--- src/rtl/rr_dispatch_pkg.sv ---
`default_nettype none
// ============================================================================
// Module   : rr_dispatch_pkg
// Brief    : Shared constants and state encoding for the round-robin dispatcher.
// Revision : 1.0  initial release
// ============================================================================
package rr_dispatch_pkg;

    localparam int CH_NUM   = 4;
    localparam int SEL_BITS = 2;

    typedef enum logic [0:0] {
        IDLE = 1'b0,
        HOLD = 1'b1
    } state_t;

endpackage
`default_nettype wire

--- src/rtl/rr_dispatch_if.sv ---
`default_nettype none
// ============================================================================
// Module   : rr_dispatch_if
// Brief    : Upstream handshake plus downstream demux control bundle.
// Revision : 1.0  initial release
// ============================================================================
interface rr_dispatch_if
    import rr_dispatch_pkg::*;
#(
    parameter int BITS_NUM = 2,
    parameter int CNT_BITS = 8
) ();

    logic [BITS_NUM-1:0] in_data;
    logic                in_valid;
    logic                in_ready;
    logic [CH_NUM-1:0]   ch_ready;
    logic [BITS_NUM-1:0] x;
    logic [SEL_BITS-1:0] sel;
    logic [CH_NUM-1:0]   ch_valid;
    logic [CNT_BITS-1:0] disp_cnt;

    // master: upstream producer and downstream consumers
    modport master (
        output in_data, in_valid, ch_ready,
        input  in_ready, x, sel, ch_valid, disp_cnt
    );

    // slave: the dispatcher itself
    modport slave (
        input  in_data, in_valid, ch_ready,
        output in_ready, x, sel, ch_valid, disp_cnt
    );

endinterface
`default_nettype wire

--- src/rtl/rr_pick_4.sv ---
`default_nettype none
// ============================================================================
// Module   : rr_pick_4
// Brief    : Combinational circular first-ready search over four channels.
// Revision : 1.0  initial release
// ============================================================================
module rr_pick_4
    import rr_dispatch_pkg::*;
(
    input  wire logic [SEL_BITS-1:0] start,
    input  wire logic [CH_NUM-1:0]   req,
    output logic      [SEL_BITS-1:0] gnt,
    output logic                     any
);

    logic [SEL_BITS-1:0] w_idx;

    // Walk offsets from farthest to nearest so the nearest hit wins.
    always_comb begin
        gnt   = start;
        any   = 1'b0;
        w_idx = start;
        for (int i = CH_NUM - 1; i >= 0; i--) begin
            w_idx = start + SEL_BITS'(i);
            if (req[w_idx]) begin
                gnt = w_idx;
                any = 1'b1;
            end
        end
    end

endmodule
`default_nettype wire

--- src/rtl/rr_dispatch_4.sv ---
`default_nettype none
// ============================================================================
// Module   : rr_dispatch_4
// Brief    : One-word holding stage dispatching round-robin into a 1-to-4 demux.
//            Optional ready-skipping enabled by macro RR_DISPATCH_SKIP_EN.
// Revision : 1.0  initial release
// ============================================================================
module rr_dispatch_4
    import rr_dispatch_pkg::*;
#(
    parameter int BITS_NUM = 2,
    parameter int CNT_BITS = 8
) (
    input  wire logic    clk,
    input  wire logic    rst_n,
    rr_dispatch_if.slave bus
);

    state_t              r_state;
    logic [SEL_BITS-1:0] r_ptr;
    logic [SEL_BITS-1:0] r_sel;
    logic [BITS_NUM-1:0] r_x;
    logic [CNT_BITS-1:0] r_cnt;

    state_t              w_state_nxt;
    logic [SEL_BITS-1:0] w_ptr_nxt;
    logic [SEL_BITS-1:0] w_sel_nxt;
    logic [BITS_NUM-1:0] w_x_nxt;
    logic [CNT_BITS-1:0] w_cnt_nxt;

    logic                w_xfer;
    logic                w_accept;
    logic [SEL_BITS-1:0] w_sel_inc;
    logic [SEL_BITS-1:0] w_ptr_post;
    logic [SEL_BITS-1:0] w_target;

    assign w_xfer     = (r_state == HOLD) && bus.ch_ready[r_sel];
    assign w_sel_inc  = r_sel + SEL_BITS'(1);
    // The accept target is computed from the pointer as it will be after this edge's transfer.
    assign w_ptr_post = w_xfer ? w_sel_inc : r_ptr;

`ifdef RR_DISPATCH_SKIP_EN
    logic [SEL_BITS-1:0] w_acc_gnt;
    logic                w_acc_any;
    logic [SEL_BITS-1:0] w_skip_gnt;
    logic                w_skip_any;

    rr_pick_4 u_pick_acc (
        .start (w_ptr_post),
        .req   (bus.ch_ready),
        .gnt   (w_acc_gnt),
        .any   (w_acc_any)
    );

    rr_pick_4 u_pick_skip (
        .start (w_sel_inc),
        .req   (bus.ch_ready),
        .gnt   (w_skip_gnt),
        .any   (w_skip_any)
    );

    assign w_target = w_acc_any ? w_acc_gnt : w_ptr_post;
`else
    assign w_target = w_ptr_post;
`endif

    always_comb begin
        bus.in_ready = (r_state == IDLE) || w_xfer;
        bus.ch_valid = (r_state == HOLD) ? (CH_NUM'(1) << r_sel) : '0;
        w_accept     = bus.in_valid && bus.in_ready;

        w_state_nxt  = r_state;
        w_ptr_nxt    = w_ptr_post;
        w_sel_nxt    = r_sel;
        w_x_nxt      = r_x;
        w_cnt_nxt    = w_xfer ? (r_cnt + CNT_BITS'(1)) : r_cnt;

        if (w_accept) begin
            w_state_nxt = HOLD;
            w_x_nxt     = bus.in_data;
            w_sel_nxt   = w_target;
        end else if (w_xfer) begin
            w_state_nxt = IDLE;
        end
`ifdef RR_DISPATCH_SKIP_EN
        else if ((r_state == HOLD) && w_skip_any) begin
            w_sel_nxt = w_skip_gnt;
        end
`endif
    end

    always_ff @(posedge clk) begin
        if (!rst_n) begin
            r_state <= IDLE;
            r_ptr   <= '0;
            r_sel   <= '0;
            r_x     <= '0;
            r_cnt   <= '0;
        end else begin
            r_state <= w_state_nxt;
            r_ptr   <= w_ptr_nxt;
            r_sel   <= w_sel_nxt;
            r_x     <= w_x_nxt;
            r_cnt   <= w_cnt_nxt;
        end
    end

    assign bus.x        = r_x;
    assign bus.sel      = r_sel;
    assign bus.disp_cnt = r_cnt;

endmodule
`default_nettype wire

--- src/flat_wrapper.sv ---
// flat-port wrapper written by rule: the top's interface ports become plain ports
module rr_dispatch_4_flat import rr_dispatch_pkg::*;
#(
    parameter int BITS_NUM = 2,
    parameter int CNT_BITS = 8
)
  (clk, rst_n, bus_in_data, bus_in_valid, bus_ch_ready, bus_in_ready, bus_x, bus_sel, bus_ch_valid, bus_disp_cnt);
  rr_dispatch_if #(.BITS_NUM(BITS_NUM), .CNT_BITS(CNT_BITS)) bus_i ();
  input  wire logic clk;
  input  wire logic rst_n;
  input wire logic [$bits(bus_i.in_data)-1:0] bus_in_data;
  input wire logic [$bits(bus_i.in_valid)-1:0] bus_in_valid;
  input wire logic [$bits(bus_i.ch_ready)-1:0] bus_ch_ready;
  output wire logic [$bits(bus_i.in_ready)-1:0] bus_in_ready;
  output wire logic [$bits(bus_i.x)-1:0] bus_x;
  output wire logic [$bits(bus_i.sel)-1:0] bus_sel;
  output wire logic [$bits(bus_i.ch_valid)-1:0] bus_ch_valid;
  output wire logic [$bits(bus_i.disp_cnt)-1:0] bus_disp_cnt;
  assign bus_i.in_data = bus_in_data;
  assign bus_i.in_valid = bus_in_valid;
  assign bus_i.ch_ready = bus_ch_ready;
  assign bus_in_ready = bus_i.in_ready;
  assign bus_x = bus_i.x;
  assign bus_sel = bus_i.sel;
  assign bus_ch_valid = bus_i.ch_valid;
  assign bus_disp_cnt = bus_i.disp_cnt;
  rr_dispatch_4 #(.BITS_NUM(BITS_NUM), .CNT_BITS(CNT_BITS)) u_core (.clk(clk), .rst_n(rst_n), .bus(bus_i));
endmodule
--- config.mk ---
export PLATFORM = sky130hd
export DESIGN_NAME = rr_dispatch_4_flat
export DESIGN_NICKNAME = d
export VERILOG_FILES = /design/src/rtl/rr_dispatch_pkg.sv /design/src/rtl/rr_dispatch_if.sv /design/src/rtl/rr_pick_4.sv /design/src/rtl/rr_dispatch_4.sv /design/src/flat_wrapper.sv
export SDC_FILE = /design/constraint.sdc
export NUM_CORES = 1
export LEC_CHECK = 0
export CAP_MARGIN = 20
export CORE_MARGIN = 3
export CORE_UTILIZATION = 47
export CTS_BUF_LIST = sky130_fd_sc_hd__clkbuf_4
export DETAILED_ROUTE_END_ITERATION = 6
export PLACE_DENSITY = 0.92
export SYNTH_ARGS = -nofsm -noshare
export SYNTH_HDL_FRONTEND = slang
export SYNTH_SLANG_ARGS = --single-unit
--- constraint.sdc ---
create_clock -name clk -period 1.6 [get_ports clk]
set_input_delay 0.32 -clock clk [delete_from_list [all_inputs] [get_ports clk]]
set_output_delay 0.32 -clock clk [all_outputs]
set_load 0.05 [all_outputs]
==> results by group, run 1 <==
Run status
  • Status: aborted with a tool error
  • Last stage: 5_1_grt
  • First error: [ERROR DPL-0033] detailed placement checks failed during check placement.

Floorplan
  • I/O Pins: 26
  • Width of the die: 48.71 µm
  • Die Ht: 48.71 µm
  • # rows: 14
  • Initial Utilization: between 50% and 60%

Yosys
  • Syn Area/Cell: 9.022 µm²
  • Post-synthesis mux area share: between 10% and 20%
  • Sequential fraction of the synthesis area: 35.04%
  • Yosys Warn Count: 0
  • Number of synthesized register bits: 15
  • Synth Area in XOR/XNOR: under 10%
  • Unique masters post-synth: 31
  • Syn nets: 109
  • Ys flop type: dfxtp_1
  • Post-Syn Area: ~860 µm²
  • Synth top area share: a little over a third
  • Number of synthesized flops with an enable pin: 0
  • Largest family of logic cells by synthesized area: simple AND/OR/NAND/NOR gates
  • Cells after Synth: 95
  • Ys async rst share: 0%
  • Yosys top cell by area: dfxtp_1
  • Count leader, synth: dfxtp_1
  • Synth top cells by count: 15 x dfxtp_1, 11 x nand2_1, 7 x o21ai_0
  • Adder-cell share of the synthesized area: 7.299%
  • Post-synthesis compound-gate area fraction: 17.96%
  • Post-Synth Simple-Gate Area: 21.46%
  • Dominant cells by area after synthesis: dfxtp_1 35%, ha_1 7.3%, nand2_1 4.8%

Placement
  • Pre-CTS worst setup slack: -0.2880 ns
  • Port Buffer Count: 25
  • Dpl hpwl: 1.783 mm
  • RD Place Congestion: about 0.85

Global route
  • Largest net degree at the start of global routing: 11
  • Initial antenna violation count: 0

Clock tree
  • Clk buf depth: 2
  • CTS HTree Levels: 1
  • Clock buffer count from CTS: 3
  • Root buf cell: clkbuf_4
  • Clock Sinks: 15

Timing
  • Worst_ep kind: output port
  • Crit. endpoint post-GRT repair: bus_in_ready
==> per-stage QoR <==
stage               hold WS (ns)  instance area (µm²)  std cells  util (%)
floorplan                 0.4242                864.6         95         -
global placement          0.4378                 1316        152     81.68
detailed placement        0.4554                 1316        152     81.68
CTS                       0.4650                 1386        159     86.02
==> cell families after synthesis <==
family	count (synthesis)
AND/OR/NAND/NOR	35
AO/OA/AOI/OAI	22
flip-flops	15
buffers and inverters	9
multiplexers	8
adder cells (fa/ha/maj)	5
XOR/XNOR	1
==> what timing repair did <==
item,in CTS
setup buffers,3
hold endpoints to repair,0
hold buffers,0
resized for setup,11
endpoints found under the setup margin,5
==> inputs of run 2 (changes only) <==
--- a/config.mk
+++ b/config.mk
@@ -6,11 +6,10 @@
 export NUM_CORES = 1
 export LEC_CHECK = 0
 export CAP_MARGIN = 20
-export CORE_MARGIN = 3
-export CORE_UTILIZATION = 47
-export CTS_BUF_LIST = sky130_fd_sc_hd__clkbuf_4
+export CORE_AREA = 3 3 64 66
 export DETAILED_ROUTE_END_ITERATION = 6
-export PLACE_DENSITY = 0.92
+export DIE_AREA = 0 0 67 69
+export PLACE_DENSITY_LB_ADDON = 0.15
 export SYNTH_ARGS = -nofsm -noshare
 export SYNTH_HDL_FRONTEND = slang
 export SYNTH_SLANG_ARGS = --single-unit
==> results by group, run 2 <==
Run status
  • Status: finished with violations (was aborted with a tool error)
  • Failing checks: negative setup slack

Clock tree
  • CTS clk-pin slew, worst paths: ~0.060 ns
  • Clk buf depth: 2 (unchanged)
  • Clock Sinks: 15 (unchanged)
  • Root buf cell: clkbuf_8 (was clkbuf_4)
  • Worst-Skew Late Latency: 0.25 ns
  • CTS HTree Levels: 1 (unchanged)
  • Clock buffer count from CTS: 3 (unchanged)
  • TritonCTS clock tree: yes

Min path
  • Hold Crit Class: flop to flop

Yosys
  • Ys async rst share: 0% (unchanged)
  • Cells after Synth: 95 (unchanged)
  • Post-Syn Area: 857.1 µm² (unchanged)
  • Dominant cells by area after synthesis: dfxtp_1 35%, ha_1 7.3%, nand2_1 4.8% (unchanged)
  • Yosys Warn Count: 0 (unchanged)
  • Synth top area share: 35.04% (unchanged)
  • Synth top cells by count: 15 x dfxtp_1, 11 x nand2_1, 7 x o21ai_0 (unchanged)
  • Unique masters post-synth: 31 (unchanged)
  • Ys flop type: dfxtp_1 (unchanged)
  • Sequential fraction of the synthesis area: 35.04% (unchanged)
  • Number of synthesized flops with an enable pin: 0 (unchanged)
  • Yosys top cell by area: dfxtp_1 (unchanged)
  • Count leader, synth: dfxtp_1 (unchanged)
  • Syn Area/Cell: 9.022 µm² (unchanged)
  • Syn nets: 109 (unchanged)
  • Number of synthesized register bits: 15 (unchanged)

Placement
  • Pre-CTS worst setup slack: -0.2651 ns (was -0.2880 ns)
  • RD Place Congestion: 0.7241 (was 0.8469)
  • Cell Area, Placed: 1366 µm² (was 1316 µm²)
  • Port Buffer Count: 25 (unchanged)
  • Placed insts: 177 (was 152)
  • Dpl hpwl: 1.753 mm (was 1.783 mm)

Timing
  • Post-route setup slack: -0.07189 ns
  • Hold violation count in the final report: 0
  • Final setup violating endpoints: 3
  • Slew headroom: approximately 77%
  • Crit share post-route: 104.5%
  • Pins Over Slew Limit: 0
  • Measured slew at the worst slew-check pin: 0.3427 ns
  • Tmin final: 1.672 ns
  • Hold slack: 0.4633 ns
  • Final TNS setup: -0.1346 ns
  • Clock Skew: 0.002756 ns
  • RSZ-0062 raised after global routing: yes
  • Max Clock Freq: 598.1 MHz

Global route
  • GRT overflow: 0
  • Largest net degree at the start of global routing: 11
  • Initial antenna violation count: 0
  • First-pass GRT wire length: roughly 3.8 mm
  • GRT Total Usage: 10.22%
  • Vias in the first global route: 806

Worst setup path
  • CP Launch Type: flop
  • Crit path capture type: primary output
  • CP Cell Sequence: mux2_4, mux2i_4, nand2_2, buf_8
  • Crit Path Max Fanout: 4
  • Crit path kind: flop to primary output
  • Slowest stage cell, crit path: dfxtp_4
  • Critical Path RT: between 1 and 1.5 ns
  • Arr. time, crit path: 1.35 ns
  • CP max stage delay: 0.38 ns

Floorplan
  • Initial Utilization: 23.59% (was 53.18%)
  • Die Ht: 69 µm (was 48.71 µm)
  • Core Footprint: 3633 µm²
  • DIE AREA: 4623 µm²
  • I/O Pins: 26 (unchanged)
  • # rows: 22 (was 14)
  • Width of the die: 67 µm (was 48.71 µm)

Detailed routing
  • Drt drc: 0
  • Routed length per instance: 12.15 µm
  • Final wirelength: 2.235 mm
  • Vias/cell: 4.647
  • Via count: 855
  • Initial DRT Pass Iterations: 4
  • ANT nets after route: 0
  • DR iter-0 viols: 18

Final layout
  • Final core occ: 40.15%
  • Commonest non-fill, non-tap cell in the layout: buf_4
  • Largest register FFs: 8
  • Finished Cell Area: about 1500 µm²
  • Post-Layout Cell Count: 184
  • Commonest non-fill, non-tap cells in the layout: 17 x buf_4, 13 x buf_12, 13 x dfxtp_1
  • N_diodes: 0
  • Layout cells sized above 1: about a third
  • Final nets: around 150
  • Layout area overhead: 70.22%

Pwr
  • Total power: 1.027 mW
  • Worst VDD drop: 0.0003569 V
  • Power Dens Cells: 703.8 nW/µm²
  • P_leak: 0.5920 nW

Flow run
  • Max Cap Violations: 0
## run 2: cell counts after synthesis
Identical to the previous run, type by type.
## run 2: where the power goes
| part | switching, mW | internal [mW] | leakage (nW) | total, mW |
|---|---|---|---|---|
| registers | 0.0172 | 0.389 | 0.124 | 0.406 |
| logic | 0.153 | 0.154 | 0.446 | 0.306 |
| clock network | 0.138 | 0.176 | 0.0228 | 0.315 |
## run 2: area by class of cell
class	instances	area, µm²
sequential	15	307.8
fill	372	2175
clock buffer	4	45.04
inverter	6	22.52
timing repair buffer	40	489.2
multi-input combinational	71	534.3
tap	48	60.06
## run 2: worst paths after layout
path,end,slack (ns),depth (start not counted),start
max,bus_in_ready,-0.07,4,u_core.bus.sel[1]$_SDFFE_PN0P_
min,u_core.r_ptr[1]$_SDFF_PN0_,0.46,2,u_core.r_ptr[1]$_SDFF_PN0_
max reg2reg,u_core.bus.disp_cnt[6]$_SDFFE_PN0P_,0.08,5,u_core.bus.sel[1]$_SDFFE_PN0P_
min reg2reg,u_core.r_ptr[1]$_SDFF_PN0_,0.46,2,u_core.r_ptr[1]$_SDFF_PN0_
## run 2: timing repair
action,CTS,global route
resized for setup,10,2
hold buffers,0,0
pin swaps,1,2
setup endpoints to repair,5,5
setup buffers,1,2
## run 2: kinds of logic after synthesis
| family | share of synthesized area, % |
|---|---|
| compound gates | 17.96 |
| simple gates | 21.46 |
| xor+xnor | 1.022 |
| buf+inv | 4.818 |
| flops | 35.04 |
| mux | 12.41 |
| fa+ha+maj | 7.299 |
## run 2: layer usage
metal	GRT usage (%)	routed length, µm	share of wire, %
met5	0	0	0
met4	2.252	0	0
met3	2.932	77	3.4
met2	16.05	1119	50
met1	13.73	1039	46
## run 2: worst max-delay path, delay by kind of cell, from the launching register on
family                 cells  cell delay, ns
and+or+nand+nor            1            0.09
buffers and inverters      1            0.15
DFF                        1            0.38
muxes                      2            0.47
No activity file was read; power rests on OpenSTA's default activity.
==> inputs of run 3 (changes only) <==
--- a/config.mk
+++ b/config.mk
@@ -6,9 +6,9 @@
 export NUM_CORES = 1
 export LEC_CHECK = 0
 export CAP_MARGIN = 20
-export CORE_AREA = 3 3 64 66
+export CORE_AREA = 2 2 63 65
 export DETAILED_ROUTE_END_ITERATION = 6
-export DIE_AREA = 0 0 67 69
+export DIE_AREA = 0 0 65 67
 export PLACE_DENSITY_LB_ADDON = 0.15
 export SYNTH_ARGS = -nofsm -noshare
 export SYNTH_HDL_FRONTEND = slang
==> results by group, run 3 (synthesis results as in run 2) <==
Clock tree
  • CTS clk-pin slew, worst paths: 0.06 ns (about the same)
  • Hold-fix buffers, CTS: 0 (unchanged)
  • Clk buf depth: 2 (unchanged)
  • TritonCTS clock tree: yes (unchanged)
  • Clock buffer count from CTS: 3 (unchanged)
  • Clock Sinks: 15 (unchanged)
  • Root buf cell: clkbuf_8 (unchanged)
  • CTS HTree Levels: 1 (unchanged)
  • Worst-Skew Late Latency: 0.24 ns (was 0.25 ns)

Placement
  • Pre-CTS worst setup slack: -0.3125 ns (was -0.2651 ns)
  • RD Place Congestion: 0.8467 (was 0.7241)
  • Cell Area, Placed: 1366 µm² (unchanged)
  • Placed insts: 177 (unchanged)
  • Dpl hpwl: 1.617 mm (was 1.753 mm)
  • Port Buffer Count: 25 (unchanged)

Floorplan
  • # rows: 22 (unchanged)
  • Die Ht: 67 µm (was 69 µm)
  • Width of the die: 65 µm (was 67 µm)
  • Core Footprint: 3606 µm² (was 3633 µm²)
  • I/O Pins: 26 (unchanged)
  • DIE AREA: 4355 µm² (was 4623 µm²)
  • Initial Utilization: 23.77% (was 23.59%)

Worst setup path
  • Worst reg2reg endpoint: u_core.bus.sel[1]$_SDFFE_PN0P_ (was u_core.bus.disp_cnt[6]$_SDFFE_PN0P_)
  • Critical Path RT: 1.28 ns (about the same)
  • R2R cell count: 4 (was 5)
  • CP Cell Sequence: buf_4, inv_1, ha_1, and2_1, buf_12 (was mux2_4, mux2i_4, nand2_2, buf_8)
  • Slowest stage cell, crit path: dfxtp_4 (unchanged)
  • Reg2Reg Setup Slack: 0.05 ns (was 0.08 ns)
  • Reg2Reg Launch Point: u_core.bus.sel[0]$_SDFFE_PN0P_ (was u_core.bus.sel[1]$_SDFFE_PN0P_)
  • Crit Path Max Fanout: 7 (was 4)
  • CP Launch Type: flop (unchanged)
  • CP top delay family: buffers and inverters (was multiplexers)
  • Crit path kind: flop to primary output (unchanged)
  • CP bufs+invs: 3 (was 1)
  • Arr. time, crit path: 1.36 ns (was 1.35 ns)
  • Crit path capture type: primary output (unchanged)
  • CP max stage delay: 0.37 ns (was 0.38 ns)

Detailed routing
  • Final wirelength: 2.193 mm (was 2.235 mm)
  • Max Used Layer: met4 (was met3)
  • Via count: 835 (was 855)
  • Routed wl met3: 93 µm (was 77 µm)
  • Routed length per instance: 11.92 µm (was 12.15 µm)
  • Initial DRT Pass Iterations: 4 (unchanged)
  • Drt drc: 0 (unchanged)
  • WL met1: 986 µm (was 1.039 mm)
  • DR iter-0 viols: 18 (unchanged)
  • ANT nets after route: 0 (unchanged)
  • Vias/cell: 4.538 (was 4.647)
  • Met2 routed wirelength: 1.078 mm (was 1.119 mm)

Global route
  • GRT overflow: 0 (unchanged)
  • Vias in the first global route: 791 (was 806)
  • First-pass GRT wire length: 3.684 mm (was 3.753 mm)
  • Largest net degree at the start of global routing: 11 (unchanged)
  • GRT Total Usage: 10.97% (was 10.22%)
  • Initial antenna violation count: 0 (unchanged)

Pwr
  • Worst VDD drop: 0.0003867 V (was 0.0003569 V)
  • Power Dens Cells: 694.5 nW/µm² (was 703.8 nW/µm²)
  • P_leak: 0.5923 nW (was 0.5920 nW)
  • Total power: 1.020 mW (was 1.027 mW)

Min path
  • Hold depth: 2 (unchanged)
  • Worst hold endpoint: u_core.r_ptr[1]$_SDFF_PN0_ (unchanged)
  • HP Start: u_core.r_ptr[1]$_SDFF_PN0_ (unchanged)
  • Hold Crit Class: flop to flop (unchanged)

Final layout
  • Layout cells sized above 1: 34.56% (was 33.09%)
  • Largest register FFs: 8 (unchanged)
  • Commonest non-fill, non-tap cell in the layout: buf_4 (unchanged)
  • N_diodes: 0 (unchanged)
  • Finished Cell Area: 1469 µm² (was 1459 µm²)
  • Layout area overhead: 71.39% (was 70.22%)
  • Final core occ: 40.74% (was 40.15%)
  • Post-Layout Cell Count: 184 (unchanged)
  • Final nets: 151 (unchanged)
  • Commonest non-fill, non-tap cells in the layout: 17 x buf_4, 13 x buf_12, 13 x dfxtp_1 (unchanged)
  • Fill cell count: 357 (was 372)

Timing
  • RSZ-0062 raised after global routing: yes (unchanged)
  • Slew headroom: 73.91% (was 77.16%)
  • Max Clock Freq: 594.5 MHz (was 598.1 MHz)
  • Measured slew at the worst slew-check pin: 0.3914 ns (was 0.3427 ns)
  • Final TNS setup: -0.2175 ns (was -0.1346 ns)
  • Hold violation count in the final report: 0 (unchanged)
  • Clock Skew: 0.001081 ns (was 0.002756 ns)
  • Tmin final: 1.682 ns (was 1.672 ns)
  • Final setup violating endpoints: 3 (unchanged)
  • Post-route setup slack: -0.08202 ns (was -0.07189 ns)
  • Crit share post-route: 105.1% (was 104.5%)
  • Hold slack: 0.4500 ns (was 0.4633 ns)
  • Pins Over Slew Limit: 0 (unchanged)

Flow run
  • Max Cap Violations: 0 (unchanged)

Run status
  • Failing checks: negative setup slack (unchanged)
  • Status: finished with violations (unchanged)
-- run 3: where the power goes --
group          internal, mW  total, mW  switching, mW
logic                 0.153      0.313          0.160
registers             0.389      0.405         0.0158
clock network         0.176      0.302          0.126
-- run 3: layout make-up --
cell class | count | area (µm²) | share of cell area, %
Multi-Input combinational cell | 72 | 558.0 | 37.99
Clock buffer | 4 | 45.04 | 3.066
Sequential cell | 15 | 305.3 | 20.78
Inverter | 6 | 22.52 | 1.533
Timing Repair Buffer | 39 | 478.0 | 32.54
Tap cell | 48 | 60.06 | 4.089
-- run 3: worst max path at each step --
stage,startpoint,end,slack [ns],cells past startpoint
CTS,u_core.bus.sel[1]$_SDFFE_PN0P_,bus_in_ready,-0.10,4
detailed placement,bus_ch_ready[1],u_core.bus.x[1]$_SDFFE_PN0P_,-0.31,4
finish,u_core.bus.sel[1]$_SDFFE_PN0P_,bus_ch_valid[0],-0.08,5
global route,u_core.bus.sel[1]$_SDFFE_PN0P_,bus_ch_valid[0],-0.14,5
global placement,bus_ch_ready[1],u_core.bus.x[1]$_SDFFE_PN0P_,-0.25,4
floorplan,u_core.bus.sel[1]$_SDFFE_PN0P_,bus_in_ready,-0.04,4
-- run 3: what timing repair did --
action	4_1_cts	5_1_grt
buffers inserted	2	1
resized for setup	10	3
pin swaps	2	2
endpoints found under the setup margin	6	15
gates cloned	0	1
-- run 3: worst min-delay path, cell delays in order (launching register included) --
cell and delay (ns):
dfxtp_1 0.31, nand2_1 0.05, a21oi_1 0.05
-- run 3: layer usage --
metal,vias up,GRT usage (%)
met5,-,0
met4,0,4.521
met3,4,2.534
met2,24,17.53
met1,381,14.14
li1,426,-
